<file path="src/rtl/can_pkg.sv">
// Shared CAN bit-level definitions: FSM state encoding and default
// stuffing / word-size parameters used by both the destuffer and the stuffer.
package can_pkg;

  typedef enum logic [1:0] {
    ST_IDLE  = 2'd0,
    ST_RUN   = 2'd1,
    ST_STUFF = 2'd2,
    ST_ERR   = 2'd3
  } can_state_e;

  // Equal consecutive bits after which a stuff bit of opposite polarity follows.
  localparam int STUFF_LEN_DEF = 5;

  // Width of the deserialised word.
  localparam int BYTE_W_DEF = 8;

  // Width of a run counter able to hold values 0..stuff_len.
  function automatic int run_cnt_w(input int stuff_len);
    return $clog2(stuff_len + 1);
  endfunction

endpackage

</file>
<file path="src/rtl/can_run_cnt.sv">
// Run-length tracker: remembers the last bit and how many equal bits have
// been seen in a row, saturating at STUFF_LEN. The next-state run value is
// exported so the FSM can decide on the same edge that the run is updated.
module can_run_cnt
  import can_pkg::*;
#(
  parameter int STUFF_LEN = STUFF_LEN_DEF
) (
  input  logic                            clk,
  input  logic                            rst_n,
  input  logic                            clr_i,    // forget everything (frame abort)
  input  logic                            start_i,  // bit_i starts a fresh run of length 1
  input  logic                            track_i,  // bit_i extends or restarts the run
  input  logic                            bit_i,
  output logic [run_cnt_w(STUFF_LEN)-1:0] run_next_o,
  output logic                            last_o
);

  localparam int RUN_W = run_cnt_w(STUFF_LEN);
  localparam logic [RUN_W-1:0] RUN_MAX = RUN_W'(STUFF_LEN);
  localparam logic [RUN_W-1:0] RUN_ONE = RUN_W'(1);

  logic [RUN_W-1:0] run_q, run_d;
  logic             last_q, last_d;

  // Next run/last: clear wins, then explicit restart, then normal tracking.
  always_comb begin
    run_d  = run_q;
    last_d = last_q;
    if (clr_i) begin
      run_d  = '0;
      last_d = 1'b0;
    end else if (start_i) begin
      run_d  = RUN_ONE;
      last_d = bit_i;
    end else if (track_i) begin
      if (bit_i == last_q) begin
        run_d = (run_q == RUN_MAX) ? run_q : run_q + RUN_ONE;
      end else begin
        run_d  = RUN_ONE;
        last_d = bit_i;
      end
    end
  end

  // Run/last registers with synchronous active-low reset.
  always_ff @(posedge clk) begin
    if (!rst_n) begin
      run_q  <= '0;
      last_q <= 1'b0;
    end else begin
      run_q  <= run_d;
      last_q <= last_d;
    end
  end

  assign run_next_o = run_d;
  assign last_o     = last_q;

endmodule

</file>
<file path="src/rtl/can_bit_destuff.sv">
// CAN bit destuffer: removes the stuff bit inserted after STUFF_LEN equal
// bits, flags stuff-rule violations, and deserialises the destuffed stream
// MSB-first into BYTE_W-bit words. All outputs are registered (1-cycle latency).
// BYTE_W must be at least 2.
module can_bit_destuff
  import can_pkg::*;
#(
  parameter int STUFF_LEN = STUFF_LEN_DEF,
  parameter int BYTE_W    = BYTE_W_DEF
) (
  input  logic              clk,
  input  logic              rst_n,
  input  logic              en,
  input  logic              din,
  input  logic              din_valid,
  output logic              dout,
  output logic              dout_valid,
  output logic [BYTE_W-1:0] byte_out,
  output logic              byte_valid,
  output logic              stuff_err
);

  localparam int RUN_W = run_cnt_w(STUFF_LEN);
  localparam int CNT_W = $clog2(BYTE_W) + 1;
  localparam logic [RUN_W-1:0] RUN_MAX  = RUN_W'(STUFF_LEN);
  localparam logic [CNT_W-1:0] CNT_LAST = CNT_W'(BYTE_W - 1);
  localparam logic [CNT_W-1:0] CNT_ONE  = CNT_W'(1);

  can_state_e        state_q, state_d;
  logic              dout_q, dout_d;
  logic              dout_valid_q, dout_valid_d;
  logic [BYTE_W-1:0] byte_q, byte_d;
  logic              byte_valid_q, byte_valid_d;
  logic              stuff_err_q, stuff_err_d;
  logic [BYTE_W-1:0] word_q, word_d;
  logic [CNT_W-1:0]  cnt_q, cnt_d;

  logic              run_clr, run_start, run_track, fwd;
  logic [RUN_W-1:0]  run_next;
  logic              last_bit;

  can_run_cnt #(
    .STUFF_LEN (STUFF_LEN)
  ) u_run_cnt (
    .clk        (clk),
    .rst_n      (rst_n),
    .clr_i      (run_clr),
    .start_i    (run_start),
    .track_i    (run_track),
    .bit_i      (din),
    .run_next_o (run_next),
    .last_o     (last_bit)
  );

  // Next-state, forwarding and deserialiser logic; abort (en=0) overrides all.
  always_comb begin
    state_d      = state_q;
    dout_d       = dout_q;
    dout_valid_d = 1'b0;
    byte_d       = byte_q;
    byte_valid_d = 1'b0;
    stuff_err_d  = stuff_err_q;
    word_d       = word_q;
    cnt_d        = cnt_q;
    run_clr      = 1'b0;
    run_start    = 1'b0;
    run_track    = 1'b0;
    fwd          = 1'b0;

    if (!en) begin
      state_d     = ST_IDLE;
      stuff_err_d = 1'b0;
      word_d      = '0;
      cnt_d       = '0;
      run_clr     = 1'b1;
    end else if (din_valid) begin
      unique case (state_q)
        ST_IDLE: begin
          run_start = 1'b1;
          fwd       = 1'b1;
        end
        ST_RUN: begin
          run_track = 1'b1;
          fwd       = 1'b1;
        end
        ST_STUFF: begin
          if (din != last_bit) begin
            // Stuff bit: dropped, but it opens the next run.
            run_start = 1'b1;
            state_d   = ST_RUN;
          end else begin
            stuff_err_d = 1'b1;
            state_d     = ST_ERR;
          end
        end
        ST_ERR: begin
          // Stay silent until the frame is aborted.
        end
        default: state_d = ST_IDLE;
      endcase

      if (fwd) begin
        dout_d       = din;
        dout_valid_d = 1'b1;
        word_d       = {word_q[BYTE_W-2:0], din};
        if (cnt_q == CNT_LAST) begin
          byte_d       = word_d;
          byte_valid_d = 1'b1;
          cnt_d        = '0;
        end else begin
          cnt_d = cnt_q + CNT_ONE;
        end
        state_d = (run_next == RUN_MAX) ? ST_STUFF : ST_RUN;
      end
    end
  end

  // State and output registers; reset outranks en and din_valid.
  always_ff @(posedge clk) begin
    if (!rst_n) begin
      state_q      <= ST_IDLE;
      dout_q       <= 1'b0;
      dout_valid_q <= 1'b0;
      byte_q       <= '0;
      byte_valid_q <= 1'b0;
      stuff_err_q  <= 1'b0;
      word_q       <= '0;
      cnt_q        <= '0;
    end else begin
      state_q      <= state_d;
      dout_q       <= dout_d;
      dout_valid_q <= dout_valid_d;
      byte_q       <= byte_d;
      byte_valid_q <= byte_valid_d;
      stuff_err_q  <= stuff_err_d;
      word_q       <= word_d;
      cnt_q        <= cnt_d;
    end
  end

  assign dout       = dout_q;
  assign dout_valid = dout_valid_q;
  assign byte_out   = byte_q;
  assign byte_valid = byte_valid_q;
  assign stuff_err  = stuff_err_q;

endmodule

</file>
<file path="config.mk">
export PLATFORM = sky130hd
export DESIGN_NAME = can_bit_destuff
export DESIGN_NICKNAME = d
export VERILOG_FILES = /design/src/rtl/can_pkg.sv /design/src/rtl/can_run_cnt.sv /design/src/rtl/can_bit_destuff.sv
export SDC_FILE = /design/constraint.sdc
export NUM_CORES = 1
export LEC_CHECK = 0
export CELL_PAD_IN_SITES_DETAIL_PLACEMENT = 1
export CELL_PAD_IN_SITES_GLOBAL_PLACEMENT = 2
export CORE_MARGIN = 5
export CORE_UTILIZATION = 34
export DETAILED_ROUTE_END_ITERATION = 12
export PLACE_DENSITY = 0.86
export SLEW_MARGIN = 20
export SYNTH_ARGS = -nofsm -noshare
export SYNTH_HDL_FRONTEND = slang
export SYNTH_HIERARCHICAL = 1
export SYNTH_SLANG_ARGS = --single-unit
</file>
<file path="constraint.sdc">
create_clock -name clk -period 5.4 [get_ports clk]
set_input_delay 0.81 -clock clk [delete_from_list [all_inputs] [get_ports clk]]
set_output_delay 0.81 -clock clk [all_outputs]
set_load 0.02 [all_outputs]
</file>
=== Word level (Yosys, flattened, before mapping) ===
Cells that the tools add are included.

* Register bits after elaboration: 29
* Bits of input ports: 5
* Output and inout port bits: 12
* Logic and storage cells: 59

* Add/sub/neg operators: 2
* Equal/unequal tests: 8
* Mux-type cells: 25
* Bitwise logic cells: 1
* Reduce and logical (&&, ||, !) cells: 13

{| class="wikitable"
|+ Operators with widths
! kind !! number
|-
| $mux 3 || 5
|-
| $mux 1 || 14
|-
| $reduce_and 3->1 || 3
|-
| $mux 2 || 4
|-
| $reduce_and 2->1 || 4
|-
| $reduce_and 4->1 || 2
|-
| $eq 3x3->1 const B || 2
|-
| $add 4x1->4 const B || 1
|-
| $eq 4x3->1 const B || 1
|-
| $mux 4 || 1
|-
| $reduce_bool 2->1 || 2
|-
| $add 3x1->3 const B || 1
|-
| $eq 2x1->1 const B || 1
|-
| $eq 2x2->1 const B || 1
|-
| $logic_not 2->1 || 1
|-
| $ne 2x2->1 const B || 1
|-
| $pmux 1 s2 || 1
|-
| $reduce_or 2->1 || 1
|-
| $eq 1x1->1 || 1
|-
| $ne 1x1->1 || 1
|-
| $not 1->1 || 1
|}

=== Depth between registers and ports, before layout ===
Gate-level depths: netlist of the first run.

* Word-level depth: 10
* Gate-level depth with buffers: 8
* Gate-level depth less buffers: 8

=== By module ===
The synthesis of the first run kept the hierarchy.

{| class="wikitable"
|+ By module, submodules not included
! module !! times used !! cells an instance !! area an instance (µm²) !! seq. area each (µm²)
|-
| can_bit_destuff || 1 || 117 || 991.0 || 500.5
|-
| can_run_cnt || 1 || 26 || 252.7 || 80.1
|}

=== Worst setup path before layout of the first run ===
OpenSTA, ideal clock, no wires.

* Kind: input-to-reg
* Start point: in din
* End point: reg state_q[0]
* Library setup time: 137 ps
* Arrival time: 2182 ps
* Data required time: 5263 ps
* Setup slack: 3081 ps
* Stages: 8
* Path buffers: 0
* Cell sequence: xnor2_1 nand2_1 and4_1 a21oi_2 nor4b_1 nand2_1 o311ai_0 a21oi_1

* Longest elaborated chain between the ends: 10
* Elaborated cells between the ends (all ways): 13
* Those cells by class: eq/ne (3); mux (10)

{| class="wikitable"
|+ Ends and longest elaborated chain
! element !! RTL line !! source
|-
| from (decl) || can_bit_destuff.sv:14 || <nowiki>input logic din,</nowiki>
|-
| $ne 1x1->1 || can_bit_destuff.sv:87 || <nowiki>if (din != last_bit) begin</nowiki>
|-
| $mux 1 || can_bit_destuff.sv:87 ||
|-
| $pmux 1 s2 || can_bit_destuff.sv:77 || <nowiki>unique case (state_q)</nowiki>
|-
| $mux 1 || can_bit_destuff.sv:76 || <nowiki>end else if (din_valid) begin</nowiki>
|-
| $mux 1 || can_bit_destuff.sv:70 || <nowiki>if (!en) begin</nowiki>
|-
| named net run_start || can_bit_destuff.sv:38 || <nowiki>logic run_clr, run_start, run_track, fwd;</nowiki>
|-
| $mux 3 || can_run_cnt.sv:33 || <nowiki>end else if (start_i) begin</nowiki>
|-
| $mux 3 || can_run_cnt.sv:30 || <nowiki>if (clr_i) begin</nowiki>
|-
| named net run_next[2] || can_bit_destuff.sv:39 || <nowiki>logic [RUN_W-1:0] run_next;</nowiki>
|-
| $eq 3x3->1 || can_bit_destuff.sv:113 || <nowiki>state_d = (run_next == RUN_MAX) ? ST_STUFF : ST_RUN;</nowiki>
|-
| $mux 2 || can_bit_destuff.sv:113 ||
|-
| $mux 2 || can_bit_destuff.sv:102 || <nowiki>if (fwd) begin</nowiki>
|-
| to (signal assigned) || can_bit_destuff.sv:130 || <nowiki>state_q <= state_d;</nowiki>
|-
| to (decl) || can_bit_destuff.sv:29 || <nowiki>can_state_e state_q, state_d;</nowiki>
|}

The timed path passes the listed nets, and every way through them passes these cells.
A chain may end at the register's enable or synchronous reset.

=== Final worst setup path of the first run ===
* Start point: in din_valid
* End point: reg state_q[0]

* Longest elaborated chain between the ends: 8
* Elaborated cells between the ends (all ways): 11
* Those cells by class: eq/ne (1); mux (9); reduce/logical (1)

{| class="wikitable"
|+ Ends and longest elaborated chain
! element !! RTL line !! source
|-
| from (decl) || can_bit_destuff.sv:15 || <nowiki>input logic din_valid,</nowiki>
|-
| $mux 1 || can_bit_destuff.sv:76 ||
|-
| $mux 1 || can_bit_destuff.sv:70 ||
|-
| named net run_track || can_bit_destuff.sv:38 ||
|-
| $mux 3 || can_run_cnt.sv:36 || <nowiki>end else if (track_i) begin</nowiki>
|-
| $mux 3 || can_run_cnt.sv:33 ||
|-
| $mux 3 || can_run_cnt.sv:30 ||
|-
| named net run_next[1] || can_bit_destuff.sv:39 ||
|-
| $eq 3x3->1 || can_bit_destuff.sv:113 ||
|-
| $mux 2 || can_bit_destuff.sv:113 ||
|-
| $mux 2 || can_bit_destuff.sv:102 ||
|}

The timed path passes the listed nets, and every way through them passes these cells.

==> results of run 1 <==
[logic make-up (layout without fill, tap and decap cells)]
family / Yosys count / in the layout / synth area share, %
xor gates and xnor gates: 4 / 4 / 2.82
AOI/OAI and AO/OA: 23 / 23 / 11.8
and+or+nand+nor: 65 / 65 / 24.8
adders and majority gates: 3 / 3 / 3.02
DFF: 29 / 29 / 46.7
muxes: 9 / 9 / 7.24
buffers and inverters: 10 / 29 / 3.62
[stage by stage]
step / area, sq um / hold WS [ps] / utilization (%)
floorplan: 1240 / 437 / -
global placement: 1440 / 441 / 40.0
detailed placement: 1440 / 446 / 40.0
CTS: 1520 / 463 / 42.3
global route: 1520 / 482 / 42.3
finish: 1520 / 455 / 42.3
[how the worst min path moves through the flow]
stage,from,endpoint,slack [ps],cells past startpoint
2_1_floorplan,word_q[6],word_q[6],440,2
3_3_place_gp,byte_out[2],byte_out[2],440,2
3_5_place_dp,byte_out[4],byte_out[4],450,2
4_1_cts,byte_out[4],byte_out[4],460,2
5_1_grt,byte_out[0],byte_out[0],480,2
6_report,byte_out[4],byte_out[4],460,2
[power groups by stage]
| stage | Sequential, mW | Combinational [mW] | Clock [mW] |
|---|---|---|---|
| 3_3_place_gp | 0.224 | 0.0267 | 0 |
| 6_report | 0.219 | 0.0270 | 0.168 |
| 4_1_cts | 0.219 | 0.0276 | 0.175 |
| 2_1_floorplan | 0.224 | 0.0175 | 0 |
| 3_5_place_dp | 0.224 | 0.0274 | 0 |
| 5_1_grt | 0.219 | 0.0308 | 0.182 |
[cell type report]
cell class	count	area (sq um)	area share, %
clock buffer	6	72.6	4.76
clock inverter	2	10.0	0.657
inverter	4	15.0	0.985
multi-input combinational	104	618	40.6
sequential	29	581	38.1
tap	48	60.1	3.94
timing repair buffer	17	168	11.0
[registers in the layout (all words and copies together), names as in the netlist]
name,flops
cnt_q,4
u_run_cnt/run_q,3
byte_valid,1
stuff_err,1
state_q,2
dout,1
word_q,7
byte_out,8
dout_valid,1
u_run_cnt/last_o,1
[layer usage]
layer / vias up / part of all wire (%)
met5: - / 0
met4: 0 / 1.4
met3: 5 / 5.0
met2: 18 / 49
met1: 461 / 45
li1: 515 / -
[critical path, stage by stage]
cell	delay, ps
clkdlybuf4s50_1	620
nand3b_1	200
nor2_1	350
a21boi_4	270
nand2_1	80
and4bb_2	220
o311ai_0	460
a21oi_1	140
[cells in the final DEF, fill, tap and decap left out, drive strengths merged]
cell,count
nand2,41
dfxtp,29
clkdlybuf4s50,16
a21oi,16
mux2i,9
nor2,8
clkbuf,6
inv,4
ha,3
nand3b,2
xnor2,2
nor2b,2
nand2b,2
xor2,2
o21ai,2
clkinv,2
and4bb,2
nor4b,2
and4,1
o211ai,1
nor3,1
o311ai,1
and2,1
a41oi,1
nand3,1
or4,1
o2bb2ai,1
buf,1
a21boi,1
and4b,1
==> results.md, run 1 <==
- Worst vdd ir: 0.117 mV
- Final number of hold-violating endpoints: 0
- Clock tree from TritonCTS: built
- Die span in x: 70.5 um
- Met1 Resource Use GR: 11.9%
- Iteration-0 DRC count of the detailed router: 9
- Total wire length: 2540 um
- Number of optimization iterations in the first detailed-route pass: 4
- Number of vias per cell: 4.76
- Critical Path Fanout Max: 8
- FMAX: 331 MHz
- CTS H-Tree Depth: 2
- Net switching fraction of the power: 23.7%
- Fillcell total: 436
- Share of Yosys cell area claimed by the top area cell type: 46.7%
- Cell depth of the worst flop-to-flop path: 7
- Number of standard cells after synthesis: 143
- Portion of total power attributed to the clock network: 40.6%
- CORE AREA: 0.00361 sq mm
- Net switching power: 0.0984 mW
- Worst-skew pair later-pin latency: 280 ps
- Antenna-violating nets left: 0
- Proportion of synthesized chip area in sequential cells: 46.7%
- Worst Path Arrival: 3160 ps
- HPWL Detailed: 1900 um
- Cell taking the most area after synthesis: dfxtp_1
- Vert. Die Dim: 70.5 um
- Total power: 0.414 mW
- Number of nets in the finished design: 169
- Number of clock buffers inserted by TritonCTS: 5
- Antenna cells: 0
- Number of different library cells in the post-synthesis netlist: 30
- Final worst clock skew: 3.36 ps
- Launching point of the worst reg2reg path: state_q[1]
- Maximum number of pins on one net before global-route repair: 21
- Hold/Removal Path Class: flip-flop to flip-flop
- Max-capacitance violation count: 0
- Row count: 22
- Most crowded layer after global routing: met2
- Overall routing resource usage: 11.0%
- Leak Pwr: 0.508 nW
- TNS Setup: 0 ps
- Launching element type of the critical path: primary input
- Initial cell density of the core: 34.5%
- Critical path capture point: state_q[0]
- Required time of the worst setup path: 5540 ps
- Pint: 0.316 mW
- Clock slew at reported path FFs: 60 ps
- Cell Area, Synth: 0.00124 sq mm
- Nets in the synthesized netlist: 151
- Largest cells by area after synthesis: dfxtp_1 47%, nand2_1 12%, mux2i_1 7.2%
- Worst setup path startpoint: din_valid
- Via count of the first global-routing pass: 967
- Routed len/inst: 12.1 um
- Power share of the combinational group: 6.5%
- Clock root buffer: clkbuf_8
- Number of warning messages in the yosys log: 6
- Count of non-filler cells in the finished layout: 210
- Via count: 999
- Worst setup timing slack at the placement stage: 2100 ps
- Status: completed
- Cells resized by post-CTS repair: 0
- Final worst-path setup slack: 2380 ps
- Final setup violation count: 0
- CTS sink count: 29
- Final max-slew violation count: 0
- Cell with the most instances after synthesis: nand2_1
- Instance count after placement with tap cells included: 202
- Shortest clock period the worst path allows after layout: 3020 ps
- Fraction of final layout cells with drive strength greater than 1: 7.41%
- Top FF cell, synth: dfxtp_1
- Critical register-to-register path endpoint: state_q[0]
- Port Buffers: 16
- Transition time of the tightest slew-check pin: 689 ps
- Crit Path Category: primary input to flip-flop
- Most instantiated cells after synthesis: 41 x nand2_1, 29 x dfxtp_1, 15 x a21oi_1
- Wire length of the first global-routing pass: 4340 um
- Kind of end point of the critical path: flip-flop
- DR DRC count: 0
- Antenna violations before repair: 0
- Area of the die: 0.00497 sq mm
- Synthesis-stage register bit count: 29
- Count of flip-flops with a built-in enable after synthesis: 0
- Max-slew headroom: 53.9%
- Async set-reset flop share out of synthesis: 0%
- Met3 Resource Use GR: 4.03%
- Number of buffers on the longest clock path: 2
- Setup Buffers After CTS: 0
- Setup slack of the most critical reg-to-reg path: 3080 ps
- Period utilization: 56.0%
- # IOs: 17
- Grt met2 use: 18.3%
- Total overflow reported by the global router: 0
- GPL Wtd Cong: 0.826
- Sequential group share of total power: 52.9%
- Syn_area_per_cell: 8.70 sq um
- RSZ-0062 raised after global routing: false
- Quantity of hold-fixing buffers added after cts: 0
- Synthesis-to-layout area growth: 22.5%
- Pwr per Cell Area: 272 mW/mm^2
Power figures use the tool's default switching activity.
==> run 2: changes to the inputs <==
--- a/config.mk
+++ b/config.mk
@@ -8,9 +8,9 @@
 export CELL_PAD_IN_SITES_DETAIL_PLACEMENT = 1
 export CELL_PAD_IN_SITES_GLOBAL_PLACEMENT = 2
 export CORE_MARGIN = 5
-export CORE_UTILIZATION = 34
+export CORE_UTILIZATION = 29
 export DETAILED_ROUTE_END_ITERATION = 12
-export PLACE_DENSITY = 0.86
+export PLACE_DENSITY = 0.79
 export SLEW_MARGIN = 20
 export SYNTH_ARGS = -nofsm -noshare
 export SYNTH_HDL_FRONTEND = slang
==> constraint.sdc (replaced) <==
create_clock -name clk -period 2.6 [get_ports clk]
set_input_delay 0.39 -clock clk [delete_from_list [all_inputs] [get_ports clk]]
set_output_delay 0.39 -clock clk [all_outputs]
set_load 0.02 [all_outputs]
==> results.md, run 2 (synthesis results as in run 1) <==
- Via count: 1,058 (+5.9%)
- Kind of end point of the critical path: flip-flop
- Area of all sequential standard cells: 581 sq um (unchanged)
- Max-slew headroom: 62.6% (+8.6 points)
- Crit-path most repeated cell: nand2_1
- Worst vdd ir: 0.210 mV (+80%)
- Number of flip-flops under the largest register name: 8 (unchanged)
- Vert. Die Dim: 75.5 um (+7.1%)
- Area of the die: 0.00570 sq mm (+15%)
- Routed len/inst: 13.6 um (+13%)
- Worst setup path startpoint: din
- Antenna violations before repair: 0 (unchanged)
- Worst Path Arrival: 2460 ps (-700 ps)
- Die span in x: 75.5 um (+7.1%)
- Overall routing resource usage: 11.9% (+0.93 points)
- CTS sink count: 29 (unchanged)
- Crit-path slowest cell: clkdlybuf4s50_1
- Period utilization: 89.5%
- Fillcell total: 497 (+14%)
- Pwr per Cell Area: 559 mW/mm^2 (+110%)
- Quantity of hold-fixing buffers added after cts: 0 (unchanged)
- Final design utilization: 38.9% (-3.3 points)
- Most frequent standard cell in the layout excluding fill and tap cells: nand2_1
- GPL Wtd Cong: 0.815 (-1.4%)
- Total wire length: 2980 um (+18%)
- Number of buffers on the longest clock path: 2 (unchanged)
- FMAX: 430 MHz
- Most frequent cells in the layout: 41 x nand2_1, 29 x dfxtp_1, 16 x clkdlybuf4s50_1, 15 x a21oi_1
- Cell-by-cell listing of the critical path: clkdlybuf4s50_1 > xnor2_1 > nand2_1 > and4_1 > a21oi_2 > nor4b_1 > nand2_1 > o311ai_0 > a21oi_1
- Hold/Removal Path Class: flip-flop to flip-flop
- Status: completed
- Largest stage delay on the critical path: 430 ps (-190 ps)
- Synthesis-to-layout area growth: 27.9%
- Setup Buffers After CTS: 0 (unchanged)
- Port Buffers: 16 (unchanged)
- DR DRC count: 0 (unchanged)
- Clock slew at reported path FFs: 60 ps (about the same)
- Clock tree from TritonCTS: built
- Required time of the worst setup path: 2730 ps (-2810 ps)
- Transition time of the tightest slew-check pin: 560 ps (-129 ps)
- Number of vias per cell: 4.83 (+1.6%)
- Family with the most delay on the worst path: compound AO/OA/AOI/OAI gates
- CTS H-Tree Depth: 2 (unchanged)
- Clock root buffer: clkbuf_8
- Antenna cells: 0 (unchanged)
- RSZ-0062 raised after global routing: false
- Shortest clock period the worst path allows after layout: 2330 ps
- Crit Path Category: primary input to flip-flop
- Leak Pwr: 0.546 nW (+7.5%)
- Initial cell density of the core: 30.4% (-4.1 points)
- Max-capacitance violation count: 0 (unchanged)
- Sum of buffers and inverters on the critical path: 1 (unchanged)
- Final worst clock skew: 2.65 ps (-0.711 ps)
- HPWL Detailed: 2220 um (+17%)
- CORE AREA: 0.00409 sq mm (+13%)
- Antenna-violating nets left: 0 (unchanged)
- Launching element type of the critical path: primary input
- Via count of the first global-routing pass: 1,175 (+22%)
- TNS Setup: 0 ps (unchanged)
- Multi-input combinational cell area: 618 sq um (unchanged)
- Number of nets in the finished design: 177 (+4.7%)
- Startpoint of the tightest hold check path: word_q[6]
- Row count: 23 (+4.5%)
- Fraction of final layout cells with drive strength greater than 1: 11.2% (+3.8 points)
- Iteration-0 DRC count of the detailed router: 42 (+33)
- Final setup violation count: 0 (unchanged)
- Total overflow reported by the global router: 0 (unchanged)
- Number of optimization iterations in the first detailed-route pass: 4 (unchanged)
- Number of clock buffers inserted by TritonCTS: 5 (unchanged)
- Cells resized by post-CTS repair: 0 (unchanged)
- Launching point of the worst reg2reg path: state_q[1]
- Worst-skew pair later-pin latency: 270 ps (about the same)
- Maximum number of pins on one net before global-route repair: 20 (-4.8%)
- Final max-slew violation count: 0 (unchanged)
- Critical Path Fanout Max: 6 (-2)
- Wire length of the first global-routing pass: 5190 um (+20%)
- Final number of hold-violating endpoints: 0 (unchanged)
- # IOs: 17 (unchanged)
[run 2: cell types whose count changed in the layout (fill, tap and decap cells not counted)]
| cell | before | now |
|---|---|---|
| buf_4 | 1 | 9 |
| clkbuf_8 | 5 | 6 |
| clkinv_2 | 2 | 0 |
[run 2: path summary, 6_finish.rpt]
check	to	slack (ps)	cells after the start
setup / recovery	state_q[0]	270	9
hold / removal	word_q[6]	460	2
setup reg to reg	state_q[0]	440	8
hold reg to reg	word_q[6]	460	2
[run 2: power breakdown]
part	leakage, nW	total, mW	internal (mW)	switching (mW)
registers	0.234	0.455	0.450	0.00509
logic	0.268	0.0674	0.0291	0.0383
clock network	0.0443	0.367	0.210	0.157
[run 2: metrics by stage]
step	cell area, sq um	power [mW]	instances	worst slack (ps)	hold slack [ps]
after floorplan	1240	0.502	143	662	437
after global placement	1500	0.531	212	68.9	441
after detailed placement	1500	0.533	212	21.2	454
after CTS	1590	0.906	219	292	466
after global routing	1590	0.935	219	58.8	488
final	1590	0.889	219	273	462
[run 2: tightest hold or removal path, delay by kind of cell, from the launching register on]
family / cells / cell delay [ps]
compound gates: 1 / 50
simple gates: 1 / 50
flops: 1 / 310
[run 2: area by class of cell]
| cell class | count | share of cell area (%) |
|---|---|---|
| tap | 50 | 3.93 |
| inverter | 4 | 0.944 |
| sequential | 29 | 36.5 |
| multi-input combinational | 104 | 38.9 |
| timing repair buffer | 25 | 14.3 |
| clock buffer | 7 | 5.43 |
[run 2: metal layers]
metal	up-vias	track usage [%]	part of all wire (%)
li1	529	-	-
met1	509	13.4	43
met2	18	21.4	53
met3	2	3.30	3.9
met4	0	4.66	0.47
met5	-	0	0
